<file path="src/rtl/dmem_arbiter_if.sv">
// dmem_arbiter_if: CPU MEM-stage port, DMA/loader port, data-memory port and
// statistics outputs of the data-memory arbiter, bundled in one interface.
// slave  = the arbiter's view; master = the surrounding pipeline/DMA/memory.
interface dmem_arbiter_if #(
  parameter int ADDR_W = 7,
  parameter int DATA_W = 32
);
  logic              cpu_mem_read;
  logic              cpu_mem_write;
  logic [ADDR_W-1:0] cpu_address;
  logic [DATA_W-1:0] cpu_write_data;
  logic [DATA_W-1:0] cpu_read_data;
  logic              cpu_stall;

  logic              dma_valid;
  logic              dma_write;
  logic [ADDR_W-1:0] dma_address;
  logic [DATA_W-1:0] dma_write_data;
  logic              dma_ready;
  logic [DATA_W-1:0] dma_read_data;

  logic [ADDR_W-1:0] mem_address;
  logic              mem_read;
  logic              mem_write;
  logic [DATA_W-1:0] mem_write_data;
  logic [DATA_W-1:0] mem_read_data;

  logic [15:0]       stat_cpu_stall_cycles;
  logic [15:0]       stat_dma_grants;

  modport slave (
    input  cpu_mem_read, cpu_mem_write, cpu_address, cpu_write_data,
    input  dma_valid, dma_write, dma_address, dma_write_data,
    input  mem_read_data,
    output cpu_read_data, cpu_stall,
    output dma_ready, dma_read_data,
    output mem_address, mem_read, mem_write, mem_write_data,
    output stat_cpu_stall_cycles, stat_dma_grants
  );

  modport master (
    output cpu_mem_read, cpu_mem_write, cpu_address, cpu_write_data,
    output dma_valid, dma_write, dma_address, dma_write_data,
    output mem_read_data,
    input  cpu_read_data, cpu_stall,
    input  dma_ready, dma_read_data,
    input  mem_address, mem_read, mem_write, mem_write_data,
    input  stat_cpu_stall_cycles, stat_dma_grants
  );
endinterface

</file>
<file path="src/rtl/dmem_arbiter.sv">
// dmem_arbiter: shares the single-port data memory between the MEM-stage CPU
// port and a DMA/loader port. CPU wins by default; a DMA port blocked for
// MAX_WAIT consecutive cycles is handed a burst of up to BURST_LEN accesses.
// Grant is combinational from registered state and the current requests.
// Optional macro DMEM_ARB_STATS_EN builds saturating stall/grant counters;
// without it both statistics outputs are tied to zero.
//
// state     | meaning
// ----------+--------------------------------------------------------------
// CPU_PRI   | CPU granted when requesting; DMA only in idle slots, wait_cnt
//           | counts consecutive blocked DMA cycles
// DMA_BURST | DMA granted while dma_valid, burst_cnt counts the accesses;
//           | ends after BURST_LEN accesses or as soon as dma_valid drops
module dmem_arbiter #(
  parameter int ADDR_W    = 7,
  parameter int DATA_W    = 32,
  parameter int MAX_WAIT  = 4,
  parameter int BURST_LEN = 2
) (
  input  logic          clk,
  input  logic          rst,
  dmem_arbiter_if.slave bus
);

  typedef enum logic [0:0] {
    CPU_PRI   = 1'b0,
    DMA_BURST = 1'b1
  } state_t;

  localparam logic [7:0] WAIT_LAST  = 8'(MAX_WAIT - 1);
  localparam logic [7:0] BURST_LAST = 8'(BURST_LEN - 1);

  state_t      state_q, state_d;
  logic [7:0]  wait_cnt_q, wait_cnt_d;
  logic [7:0]  burst_cnt_q, burst_cnt_d;

  logic        cpu_req;
  logic        cpu_grant;
  logic        dma_grant;
  logic        cpu_stall;

  logic [ADDR_W-1:0] mux_address;
  logic [DATA_W-1:0] mux_write_data;
  logic              mux_read;
  logic              mux_write;

  assign cpu_req = bus.cpu_mem_read | bus.cpu_mem_write;

  // Grant decision and next-state / counter update; nothing is granted in reset
  always_comb begin
    state_d     = state_q;
    wait_cnt_d  = wait_cnt_q;
    burst_cnt_d = burst_cnt_q;
    cpu_grant   = 1'b0;
    dma_grant   = 1'b0;
    if (!rst) begin
      case (state_q)
        CPU_PRI: begin
          if (cpu_req) begin
            cpu_grant = 1'b1;
            if (bus.dma_valid) begin
              if (wait_cnt_q == WAIT_LAST) begin
                state_d     = DMA_BURST;
                wait_cnt_d  = 8'd0;
                burst_cnt_d = 8'd0;
              end else begin
                wait_cnt_d = wait_cnt_q + 8'd1;
              end
            end else begin
              wait_cnt_d = 8'd0;
            end
          end else begin
            dma_grant  = bus.dma_valid;
            wait_cnt_d = 8'd0;
          end
        end
        DMA_BURST: begin
          if (bus.dma_valid) begin
            dma_grant = 1'b1;
            if (burst_cnt_q == BURST_LAST) begin
              state_d     = CPU_PRI;
              wait_cnt_d  = 8'd0;
              burst_cnt_d = 8'd0;
            end else begin
              burst_cnt_d = burst_cnt_q + 8'd1;
            end
          end else begin
            // DMA went away mid-burst: hand the slot straight back to the CPU
            cpu_grant   = cpu_req;
            state_d     = CPU_PRI;
            wait_cnt_d  = 8'd0;
            burst_cnt_d = 8'd0;
          end
        end
        default: begin
          state_d     = CPU_PRI;
          wait_cnt_d  = 8'd0;
          burst_cnt_d = 8'd0;
        end
      endcase
    end
  end

  // Arbitration state registers
  always_ff @(posedge clk) begin
    if (rst) begin
      state_q     <= CPU_PRI;
      wait_cnt_q  <= 8'd0;
      burst_cnt_q <= 8'd0;
    end else begin
      state_q     <= state_d;
      wait_cnt_q  <= wait_cnt_d;
      burst_cnt_q <= burst_cnt_d;
    end
  end

  // Memory port mux: granted requester drives the memory, idle drives zeros
  always_comb begin
    mux_address    = '0;
    mux_write_data = '0;
    mux_read       = 1'b0;
    mux_write      = 1'b0;
    if (cpu_grant) begin
      mux_address    = bus.cpu_address;
      mux_write_data = bus.cpu_write_data;
      mux_read       = bus.cpu_mem_read;
      mux_write      = bus.cpu_mem_write;
    end else if (dma_grant) begin
      mux_address    = bus.dma_address;
      mux_write_data = bus.dma_write_data;
      mux_read       = ~bus.dma_write;
      mux_write      = bus.dma_write;
    end
  end

  assign cpu_stall          = cpu_req & ~cpu_grant & ~rst;

  assign bus.mem_address    = mux_address;
  assign bus.mem_write_data = mux_write_data;
  assign bus.mem_read       = mux_read;
  assign bus.mem_write      = mux_write;

  assign bus.cpu_stall      = cpu_stall;
  assign bus.dma_ready      = dma_grant;

  // Read data fans out to both ports; each port qualifies it with its grant
  assign bus.cpu_read_data  = bus.mem_read_data;
  assign bus.dma_read_data  = bus.mem_read_data;

`ifdef DMEM_ARB_STATS_EN
  logic [15:0] stall_cycles_q, stall_cycles_d;
  logic [15:0] dma_grants_q, dma_grants_d;

  // Saturating event counters
  always_comb begin
    stall_cycles_d = stall_cycles_q;
    dma_grants_d   = dma_grants_q;
    if (cpu_stall && (stall_cycles_q != 16'hFFFF)) begin
      stall_cycles_d = stall_cycles_q + 16'd1;
    end
    if (dma_grant && (dma_grants_q != 16'hFFFF)) begin
      dma_grants_d = dma_grants_q + 16'd1;
    end
  end

  // Statistics registers
  always_ff @(posedge clk) begin
    if (rst) begin
      stall_cycles_q <= 16'd0;
      dma_grants_q   <= 16'd0;
    end else begin
      stall_cycles_q <= stall_cycles_d;
      dma_grants_q   <= dma_grants_d;
    end
  end

  assign bus.stat_cpu_stall_cycles = stall_cycles_q;
  assign bus.stat_dma_grants       = dma_grants_q;
`else
  assign bus.stat_cpu_stall_cycles = 16'd0;
  assign bus.stat_dma_grants       = 16'd0;
`endif

endmodule
</file>
<file path="src/flat_wrapper.sv">
// flat-port wrapper written by rule: the top's interface ports become plain ports
module dmem_arbiter_flat 
#(
  parameter int ADDR_W    = 7,
  parameter int DATA_W    = 32,
  parameter int MAX_WAIT  = 4,
  parameter int BURST_LEN = 2
)
  (clk, rst, bus_cpu_mem_read, bus_cpu_mem_write, bus_cpu_address, bus_cpu_write_data, bus_dma_valid, bus_dma_write, bus_dma_address, bus_dma_write_data, bus_mem_read_data, bus_cpu_read_data, bus_cpu_stall, bus_dma_ready, bus_dma_read_data, bus_mem_address, bus_mem_read, bus_mem_write, bus_mem_write_data, bus_stat_cpu_stall_cycles, bus_stat_dma_grants);
  dmem_arbiter_if #(.ADDR_W(ADDR_W), .DATA_W(DATA_W)) bus_i ();
  input  logic clk;
  input  logic rst;
  input wire logic [$bits(bus_i.cpu_mem_read)-1:0] bus_cpu_mem_read;
  input wire logic [$bits(bus_i.cpu_mem_write)-1:0] bus_cpu_mem_write;
  input wire logic [$bits(bus_i.cpu_address)-1:0] bus_cpu_address;
  input wire logic [$bits(bus_i.cpu_write_data)-1:0] bus_cpu_write_data;
  input wire logic [$bits(bus_i.dma_valid)-1:0] bus_dma_valid;
  input wire logic [$bits(bus_i.dma_write)-1:0] bus_dma_write;
  input wire logic [$bits(bus_i.dma_address)-1:0] bus_dma_address;
  input wire logic [$bits(bus_i.dma_write_data)-1:0] bus_dma_write_data;
  input wire logic [$bits(bus_i.mem_read_data)-1:0] bus_mem_read_data;
  output wire logic [$bits(bus_i.cpu_read_data)-1:0] bus_cpu_read_data;
  output wire logic [$bits(bus_i.cpu_stall)-1:0] bus_cpu_stall;
  output wire logic [$bits(bus_i.dma_ready)-1:0] bus_dma_ready;
  output wire logic [$bits(bus_i.dma_read_data)-1:0] bus_dma_read_data;
  output wire logic [$bits(bus_i.mem_address)-1:0] bus_mem_address;
  output wire logic [$bits(bus_i.mem_read)-1:0] bus_mem_read;
  output wire logic [$bits(bus_i.mem_write)-1:0] bus_mem_write;
  output wire logic [$bits(bus_i.mem_write_data)-1:0] bus_mem_write_data;
  output wire logic [$bits(bus_i.stat_cpu_stall_cycles)-1:0] bus_stat_cpu_stall_cycles;
  output wire logic [$bits(bus_i.stat_dma_grants)-1:0] bus_stat_dma_grants;
  assign bus_i.cpu_mem_read = bus_cpu_mem_read;
  assign bus_i.cpu_mem_write = bus_cpu_mem_write;
  assign bus_i.cpu_address = bus_cpu_address;
  assign bus_i.cpu_write_data = bus_cpu_write_data;
  assign bus_i.dma_valid = bus_dma_valid;
  assign bus_i.dma_write = bus_dma_write;
  assign bus_i.dma_address = bus_dma_address;
  assign bus_i.dma_write_data = bus_dma_write_data;
  assign bus_i.mem_read_data = bus_mem_read_data;
  assign bus_cpu_read_data = bus_i.cpu_read_data;
  assign bus_cpu_stall = bus_i.cpu_stall;
  assign bus_dma_ready = bus_i.dma_ready;
  assign bus_dma_read_data = bus_i.dma_read_data;
  assign bus_mem_address = bus_i.mem_address;
  assign bus_mem_read = bus_i.mem_read;
  assign bus_mem_write = bus_i.mem_write;
  assign bus_mem_write_data = bus_i.mem_write_data;
  assign bus_stat_cpu_stall_cycles = bus_i.stat_cpu_stall_cycles;
  assign bus_stat_dma_grants = bus_i.stat_dma_grants;
  dmem_arbiter #(.ADDR_W(ADDR_W), .DATA_W(DATA_W), .MAX_WAIT(MAX_WAIT), .BURST_LEN(BURST_LEN)) u_core (.clk(clk), .rst(rst), .bus(bus_i));
endmodule
</file>
<file path="config.mk">
export PLATFORM = sky130hd
export DESIGN_NAME = dmem_arbiter_flat
export DESIGN_NICKNAME = d
export VERILOG_FILES = /design/src/rtl/dmem_arbiter_if.sv /design/src/rtl/dmem_arbiter.sv /design/src/flat_wrapper.sv
export SDC_FILE = /design/constraint.sdc
export NUM_CORES = 1
export LEC_CHECK = 0
export BUFFER_PORTS_ARGS = -buffer_cell sky130_fd_sc_hd__buf_2
export CORE_AREA = 4 4 98 100
export CTS_BUF_LIST = sky130_fd_sc_hd__clkbuf_8
export DETAILED_ROUTE_END_ITERATION = 16
export DIE_AREA = 0 0 102 104
export SYNTH_ARGS = -nofsm -noshare
export SYNTH_HDL_FRONTEND = slang
export SYNTH_SLANG_ARGS = --single-unit
export TNS_END_PERCENT = 50
</file>
<file path="constraint.sdc">
create_clock -name clk -period 5.05 [get_ports clk]
set_clock_uncertainty 0.2 [all_clocks]
set_input_delay 0.505 -clock clk [delete_from_list [all_inputs] [get_ports clk]]
set_output_delay 0.505 -clock clk [all_outputs]
set_load 0.05 [all_outputs]
</file>
==> results of run 1 <==
cell families (layout without fill, tap and decap cells):
logic type                 after synthesis  after routing  share of synthesized area
AOI/OAI and AO/OA                       75             75                     0.2846
xor gates and xnor gates                 1              1                   0.004295
adders and majority gates                4              4                    0.02454
buffers and inverters                  113            137                     0.3908
DFF                                     17             17                     0.1669
muxes                                    1              1                   0.004908
other                                    1             32                   0.001839
and+or+nand+nor                         45             45                     0.1221
state kept, by name, summed over array words and instances (netlist names):
signal              cells
u_core.burst_cnt_q      8
u_core.state_q          1
u_core.wait_cnt_q       8
layout by cell type, fill, tap and decap left out, drive strengths merged:
| master | synthesis | layout |
|---|---|---|
| nor2 | 6 | 6 |
| o21ba | 1 | 1 |
| inv | 5 | 6 |
| xnor2 | 1 | 1 |
| or3 | 5 | 5 |
| a211oi | 3 | 3 |
| nand2 | 11 | 11 |
| o21bai | 2 | 2 |
| a32oi | 1 | 1 |
| conb | 1 | 32 |
| nand4 | 3 | 3 |
| a21o | 2 | 2 |
| mux2i | 1 | 1 |
| o21ai | 3 | 3 |
| dfxtp | 17 | 17 |
| ha | 4 | 4 |
| clkbuf | 7 | 3 |
| nor3b | 1 | 1 |
| o31ai | 3 | 3 |
| a22o | 41 | 41 |
| nand3 | 6 | 6 |
| a2bb2oi | 1 | 1 |
| nor3 | 6 | 6 |
| or2 | 1 | 1 |
| and2 | 1 | 1 |
| nor4b | 2 | 2 |
| buf | 101 | 128 |
| or4 | 3 | 3 |
| a31oi | 4 | 4 |
| o21a | 2 | 2 |
| a21oi | 12 | 12 |
power breakdown:
group	switching, mW	leakage (nW)	total (mW)	internal [mW]
combinational	0.168	0.960	0.223	0.0545
clock	0.0476	0.0269	0.102	0.0540
sequential	0.00113	0.137	0.136	0.135
stage by stage:
stage | cells | util | setup WS (ns) | hold slack [ns] | total power, mW
4_1_cts | 420 | 0.2550 | 2.323 | 0.2745 | 0.4621
5_1_grt | 420 | 0.2550 | 2.182 | 0.3062 | 0.4798
3_3_place_gp | 416 | 0.2499 | 2.366 | 0.2570 | 0.3606
3_5_place_dp | 416 | 0.2499 | 2.326 | 0.2647 | 0.3608
2_1_floorplan | 288 | - | 2.374 | 0.2389 | 0.4561
6_report | 420 | 0.2550 | 2.342 | 0.2801 | 0.4599
worst min path at each step:
| stage | slack [ns] | cells past startpoint | end |
|---|---|---|---|
| floorplan | 0.24 | 1 | u_core.burst_cnt_q[7]$_SDFFE_PP0P_ |
| global placement | 0.26 | 1 | u_core.burst_cnt_q[7]$_SDFFE_PP0P_ |
| detailed placement | 0.26 | 1 | u_core.burst_cnt_q[7]$_SDFFE_PP0P_ |
| CTS | 0.27 | 1 | u_core.burst_cnt_q[7]$_SDFFE_PP0P_ |
| global route | 0.31 | 1 | u_core.burst_cnt_q[7]$_SDFFE_PP0P_ |
| finish | 0.28 | 1 | u_core.burst_cnt_q[7]$_SDFFE_PP0P_ |
area by class of cell:
type | count | area (µm²)
Clock buffer | 3 | 41.29
Clock inverter | 1 | 3.754
Fill cell | 961 | 6465
Inverter | 5 | 18.77
Multi-Input combinational cell | 158 | 1028
Sequential cell | 17 | 340.3
Tap cell | 108 | 135.1
Timing Repair Buffer | 128 | 645.6
routing by layer:
metal  vias up  track usage
li1        905            -
met1       862       0.1111
met2       111       0.1750
met3        24      0.04225
met4         2      0.03374
met5         -            0
worst register-to-register path: stages, from the launching register on:
cell and delay (ns):
dfxtp_1 0.37, inv_1 0.05, ha_1 0.18, nor4b_4 0.14
a21oi_2 0.66, o21bai_1 0.38, a21oi_1 0.23
==> reports/metrics.cfg, run 1 <==
[clock_tree]
insertion_delay_ns = 0.25
ctsHtreeMaxLevel = 1
cts_tree = done
cts_setup_buffers = 0
numCtsBuffers = 3
cts_root_buf = clkbuf_8
path_clk_slew_ns = 0.07
clock-sinks = 17
cts_resized = 0
cts_hold_buffers = 0
cts_buffer_depth = 2

[floorplanning]
core_um2 = 8678
io_pins = 255
num_rows = 34
die_width_um = 102
die_area_um2 = 10610
initial_core_util = 0.2350
die_h_um = 104

[setup_path]
path_delay_family = buffers and inverters
cp_slowest_cell = buf_4
r2r_end = u_core.wait_cnt_q[3]$_SDFFE_PP0P_
cp_data_arrival_time_ns = 2.00
critPathKind = primary input to output port
cp.required_ns = 4.35
crit-reg2reg-launch = u_core.burst_cnt_q[1]$_SDFFE_PP0P_
path_cells = buf_2, nor2_1, nor2_1, nor3_2, buf_4, a22o_1, buf_2
ff2ff_path_depth = 6
crit_end = bus_mem_write_data[31]
cp-end-kind = output port
cp-start-kind = primary input
cp.buffers_inverters = 3
r2r_setup_slack_ns = 2.76
critPathMaxStageDelay_ns = 0.40
cp.depth = 7
cp-startpoint = bus_cpu_mem_write
path_max_fanout = 42

[timing]
clock.fmax_mhz = 369.2
slew_headroom = 0.4648
tightest_slew_ns = 0.8029
final-setup-viol-count = 0
fin_crit_ns = 2.708
period_share = 0.5363
drv_slew = 0
grt_setup_unrepaired = false
hold_viol_final = 0
timing.setup.tns_ns = 0

[synth]
ys_warn_count = 0
synth_edf_count = 0
ys_types = 35
netlist_top_cells_count = buf_4, a22o_1, dfxtp_1, a21oi_1, nand2_1
syn_avg_cell_area_um2 = 7.936
synthArstFlopShare = 0
yosysMostFrequentCell = buf_4
syn-instance-count = 257
synth_area_leaders = buf_4, a22o_1, dfxtp_1
synth_seq_area_share = 0.1669
synth_area_um2 = 2039
ys_seq_elements = 17
yosysTopAreaCellShare = 0.3534
synth-main-ff-cell = dfxtp_1
synth_area_leader_cell = buf_4

[global_routing]
grt_antenna_before_repair = 1
grt_pass1_vias = 1846
grtUsageTotal = 0.1017
grt_max_degree = 43
overflow = 0
grt_pass1_wl_mm = 8.894

[placed_design]
io_buffers = 126
gp_congestion = 0.7702
placedInstanceArea_um2 = 2168
dpl.hpwl_mm = 4.900

[route]
wirelength_met1_mm = 2.227
via_count = 1904
firstDrtPassIters = 4
drc = 0
postRouteAntennaNets = 0
drt-vias-per-instance = 4.533
dr_wl_met3_um = 786
wl_per_cell_um = 14.52
routed_wl_mm = 6.097
drtIter0Drc = 62
topRoutingLayerUsed = met5
met2_length_mm = 2.960

[layout]
finish.instance_area_um2 = 2213
fin_nets = 433
drive_above_1_share = 0.4391
syn_to_final_growth_pct = 8.527
n_antenna_cell = 0

[run]
drv_cap = 0

[power]
irDropWorstVdd_v = 0.00009825
p_per_area_nw_per_um2 = 207.8
p_leak_nw = 1.124

[worst_hold_path]
hold_path_startpoint = u_core.burst_cnt_q[7]$_SDFFE_PP0P_
hp-class = flip-flop to flip-flop

[outcome]
status = completed

(Power assumes the default switching activity.)
==> inputs of run 2 (changes only) <==
CORE_AREA = 4 4 96 98   (was 4 4 98 100)
DIE_AREA = 0 0 100 102   (was 0 0 102 104)
PLACE_DENSITY = 0.66   (was default)
clock period = 2.2 ns   (was 5.05 ns; I/O delays follow)
==> run 2 against run 1 <==
  * Clock power rose by 130%
  * Die area fell by 3.8%
  * Non-clock buffer count rose by 11
  * Global-route usage rose by 1.1 points
  * Via count rose by 3.7%
  * Critical path depth fell by 2
  * Sequential power rose by 130%
  * Critical endpoint is now bus_mem_write
  * First-iteration DRC count fell by 15%
  * Critical path type is now flip-flop to output port
  * Sequential share of layout area fell by 0.92 points
==> reports/metrics.cfg, run 2 (same netlist as run 1, synthesis figures left out) <==
[placed_design]
pre_cts_ws_ns = 0.1237
dpl.hpwl_mm = 5.385
io_buffers = 126
gp_congestion = 0.8489
dpl.cell_count = 427

[setup_path]
path_max_fanout = 19
path_cells = nand2_1, nor3b_4, buf_12, a22o_1, clkbuf_4
r2r_setup_slack_ns = 0.21
cp-end-kind = output port
cp.required_ns = 1.78
cp_data_arrival_time_ns = 1.68
path_delay_family = simple AND/OR/NAND/NOR gates
cp-start-kind = flip-flop
cp_slowest_cell = dfxtp_1
critPathKind = flip-flop to output port
cp.buffers_inverters = 2
critPathMaxStageDelay_ns = 0.33

[layout]
fin_util = 0.2782
fin_nets = 444
drive_above_1_share = 0.4613
fin_cells = 431
layout_commonest_cell = buf_2
syn_to_final_growth_pct = 15.46
top_regs = u_core.burst_cnt_q: 8 flops, u_core.wait_cnt_q: 8 flops, u_core.state_q: 1 flops
n_antenna_cell = 0
final_cell_mix = buf_2, a22o_1, conb_1, dfxtp_1
fill_cells = 904

[clock_tree]
path_clk_slew_ns = 0.07
cts_hold_buffers = 0
cts_buffer_depth = 2
clock-sinks = 17
insertion_delay_ns = 0.25
numCtsBuffers = 3
cts_tree = done
ctsHtreeMaxLevel = 1
cts_root_buf = clkbuf_8

[global_routing]
grt_pass1_vias = 1756
overflow = 0
grt_pass1_wl_mm = 9.197
grt_max_degree = 42
grtUsageTotal = 0.1130
grt_antenna_before_repair = 1

[timing]
clock.fmax_mhz = 476.0
timing.setup.tns_ns = 0
hold_viol_final = 0
fin_crit_ns = 2.101
fin_ws_ns = 0.09915
drv_slew = 0
period_share = 0.9549
grt_setup_unrepaired = false
final-setup-viol-count = 0

[power]
switching_power_mw = 0.5093
pwr-share-comb = 0.497
irDropWorstVdd_v = 0.0001566
p_leak_nw = 1.190
p_clk_frac = 0.217
netSwitchingFraction = 0.4695
power.internal_mw = 0.5755
seq_power_share = 0.286
p_per_area_nw_per_um2 = 460.7

[floorplanning]
die_h_um = 102
core_um2 = 8466
die_area_um2 = 10200
die_width_um = 100
io_pins = 255
initial_core_util = 0.2409
num_rows = 34

[route]
met2_length_mm = 3.172
topRoutingLayerUsed = met5
drtIter0Drc = 53
routed_wl_mm = 6.489
drc = 0
drt-vias-per-instance = 4.582
dr_wl_met3_um = 949
wirelength_met1_mm = 2.302
wl_per_cell_um = 15.06
firstDrtPassIters = 4
postRouteAntennaNets = 0
via_count = 1975

[worst_hold_path]
hp-class = primary input to flip-flop

[run]
drv_cap = 0

[outcome]
status = completed

run 2: changes by cell type in the layout (fill, tap and decap cells not counted):
| cell | before | now |
|---|---|---|
| buf_12 | 0 | 2 |
| buf_2 | 126 | 119 |
| buf_4 | 2 | 11 |
| buf_8 | 0 | 1 |
| clkbuf_4 | 0 | 6 |
| nor2_1 | 6 | 5 |
| nor2_2 | 0 | 1 |
| nor3b_2 | 1 | 0 |
| nor3b_4 | 0 | 1 |
run 2: final timing paths:
kind                                      startpoint                                 end  cells past startpoint
setup / recovery           u_core.state_q$_SDFF_PP0_                       bus_mem_write                      5
hold / removal                         bus_dma_valid           u_core.state_q$_SDFF_PP0_                      3
setup reg to reg  u_core.burst_cnt_q[1]$_SDFFE_PP0P_   u_core.wait_cnt_q[7]$_SDFFE_PP0P_                      7
hold reg to reg   u_core.burst_cnt_q[7]$_SDFFE_PP0P_  u_core.burst_cnt_q[7]$_SDFFE_PP0P_                      1
run 2: worst min-delay path: stages:
cell	delay, ns
buf_2	0.13
nand4_1	0.07
a21oi_1	0.06
run 2: timing repair:
item,CTS,global route
buffers inserted,0,0
gates resized for setup,2,10
setup endpoints to repair,7,11
hold endpoints to repair,0,0
run 2: final cells by class:
cell class,instances,area (µm²),share of cell area
Sequential cell,17,340.3,0.1445
Tap cell,108,135.1,0.05739
Clock inverter,1,3.754,0.001594
Multi-Input combinational cell,158,1037,0.4405
Timing Repair Buffer,139,778.2,0.3305
Inverter,5,18.77,0.007970
Clock buffer,3,41.29,0.01753
run 2: power groups by stage:
stage	Clock [mW]	Combinational [mW]	Sequential (mW)
6_report	0.236	0.539	0.310
5_1_grt	0.258	0.562	0.310
4_1_cts	0.240	0.533	0.310
3_5_place_dp	0	0.528	0.317
3_3_place_gp	0	0.527	0.317
2_1_floorplan	0	0.729	0.318
run 2: through the flow:
step	total power, mW	hold slack [ns]	area (µm²)
2_1_floorplan	1.047	0.1743	2156
3_3_place_gp	0.8445	0.2405	2276
3_5_place_dp	0.8454	0.2405	2276
4_1_cts	1.083	0.06281	2331
5_1_grt	1.131	0.07961	2355
6_report	1.085	0.06632	2355
run 2: layer usage:
metal	up-vias	global-route usage
met1	903	0.1307
met5	-	0
met4	2	0.03109
met3	11	0.04915
li1	928	-
met2	131	0.1914
==> inputs of run 3 (changes only) <==
CTS_BUF_LIST = default   (was sky130_fd_sc_hd__clkbuf_8)
PLACE_DENSITY = 0.64   (was 0.66)
==> run 3 against run 2 <==
  * Sequential power about the same
  * Non-clock buffer count grew 1
  * Cell count rose by 0.23%
  * Die area unchanged
  * Global-route usage fell by 0.18 points
  * Clock-buffer cell count unchanged
==> reports/metrics.cfg, run 3 (same netlist as run 1, synthesis figures left out) <==
[outcome]
status = completed

[worst_hold_path]
hold_depth = 3
min_to = u_core.state_q$_SDFF_PP0_
hold_path_startpoint = bus_dma_valid
hp-class = primary input to flip-flop

[floorplanning]
die_width_um = 100
io_pins = 255
die_h_um = 102
die_area_um2 = 10200
core_um2 = 8466
initial_core_util = 0.2409
num_rows = 34

[setup_path]
cp.buffers_inverters = 2
r2r_end = u_core.wait_cnt_q[7]$_SDFFE_PP0P_
ff2ff_path_depth = 7
path_delay_family = buffers and inverters
cp_data_arrival_time_ns = 1.69
critPathKind = flip-flop to output port
cp-end-kind = output port
crit-reg2reg-launch = u_core.burst_cnt_q[1]$_SDFFE_PP0P_
r2r_setup_slack_ns = 0.19
path_max_fanout = 21
cp_slowest_cell = dfxtp_1
cp-start-kind = flip-flop
cp.required_ns = 1.78
critPathMaxStageDelay_ns = 0.37
cp.depth = 5
path_cells = nor2_1, nor3_4, clkbuf_16, a22o_1, clkbuf_4

[run]
drv_cap = 0

[route]
firstDrtPassIters = 4
drc = 0
via_count = 1950
wl_per_cell_um = 14.71
routed_wl_mm = 6.353
drt-vias-per-instance = 4.514
postRouteAntennaNets = 0
drtIter0Drc = 30

[global_routing]
grtUsageTotal = 0.1112
grt_pass1_wl_mm = 9.218
overflow = 0
grt_max_degree = 42
grt_antenna_before_repair = 1
grt_pass1_vias = 1906

[clock_tree]
cts_tree = done
cts_root_buf = clkbuf_8
clock-sinks = 17
cts_setup_buffers = 0
numCtsBuffers = 3
insertion_delay_ns = 0.26
cts_resized = 0
ctsHtreeMaxLevel = 1
cts_buffer_depth = 2
path_clk_slew_ns = 0.07
cts_hold_buffers = 0

[timing]
clock.fmax_mhz = 473.9
period_share = 0.9592
fin_crit_ns = 2.110
hold_viol_final = 0
final-setup-viol-count = 0
timing.setup.tns_ns = 0
drv_slew = 0

[power]
irDropWorstVdd_v = 0.0001493
netSwitchingFraction = 0.4706
switching_power_mw = 0.5098
seq_power_share = 0.286
power.internal_mw = 0.5735
p_per_area_nw_per_um2 = 460.3
pwr-share-comb = 0.492
p_leak_nw = 1.192
fin_total_pwr_mw = 1.083
p_clk_frac = 0.222

[layout]
drive_above_1_share = 0.4660
syn_to_final_growth_pct = 15.40
n_antenna_cell = 0
fill_cells = 925
final_cell_mix = buf_2, a22o_1, conb_1, dfxtp_1
top_regs = u_core.burst_cnt_q: 8 flops, u_core.wait_cnt_q: 8 flops, u_core.state_q: 1 flops
fin_nets = 445
layout_commonest_cell = buf_2

[placed_design]
io_buffers = 126
gp_congestion = 0.7703
dpl.hpwl_mm = 5.031

## run 3: changes by cell type in the layout (fill, tap and decap cells not counted), sizes merged
| cell | previous run | this run |
|---|---|---|
| buf | 133 | 138 |
| clkbuf | 9 | 5 |
| clkinvlp | 0 | 1 |
| inv | 6 | 5 |
## run 3: tightest hold or removal path: cells and delay by family
family / cells / cell delay [ns]
AOI/OAI and AO/OA: 1 / 0.06
buffers and inverters: 1 / 0.13
and+or+nand+nor: 1 / 0.07
## run 3: layer usage
metal  up-vias  GRT usage  part of all wire
met5         -          0            0.0017
met4         2    0.04041             0.017
met3        16    0.03549              0.12
met2        95     0.1909              0.49
met1       911     0.1305              0.37
li1        926          -                 -
## run 3: how the worst max path moves through the flow
stage / end / startpoint
after floorplan: bus_mem_write_data[22] / bus_cpu_mem_write
after global placement: bus_mem_write_data[31] / bus_cpu_mem_write
after detailed placement: bus_mem_write_data[31] / bus_cpu_mem_write
after CTS: bus_mem_write_data[31] / u_core.state_q$_SDFF_PP0_
after global routing: bus_mem_write_data[31] / u_core.state_q$_SDFF_PP0_
final: bus_mem_write_data[31] / u_core.state_q$_SDFF_PP0_
## run 3: final cells by class
type,count,area (µm²),share of cell area
sequential,17,340.3,0.1446
tap,108,135.1,0.05742
clock buffer,3,41.29,0.01754
timing repair buffer,140,767.0,0.3259
clock inverter,1,7.507,0.003190
inverter,5,18.77,0.007974
multi-input combinational,158,1044,0.4434
## run 3: power by group through the flow
stage	clock, mW	sequential, mW	combinational, mW
after global routing	0.260	0.311	0.558
after floorplan	0	0.318	0.729
final	0.240	0.310	0.533
after CTS	0.244	0.310	0.524
after global placement	0	0.317	0.521
after detailed placement	0	0.317	0.522
## run 3: stage by stage
step	util	hold WS, ns	instance area [µm²]	std cells	setup slack, ns
floorplan	-	0.1743	2156	288	0.09367
finish	0.2780	0.06925	2354	432	0.08979
CTS	0.2731	0.06437	2312	431	0.01542
detailed placement	0.2674	0.2405	2263	427	0.1149
global placement	0.2674	0.2405	2263	427	0.1263
global route	0.2780	0.07620	2354	432	-0.001248
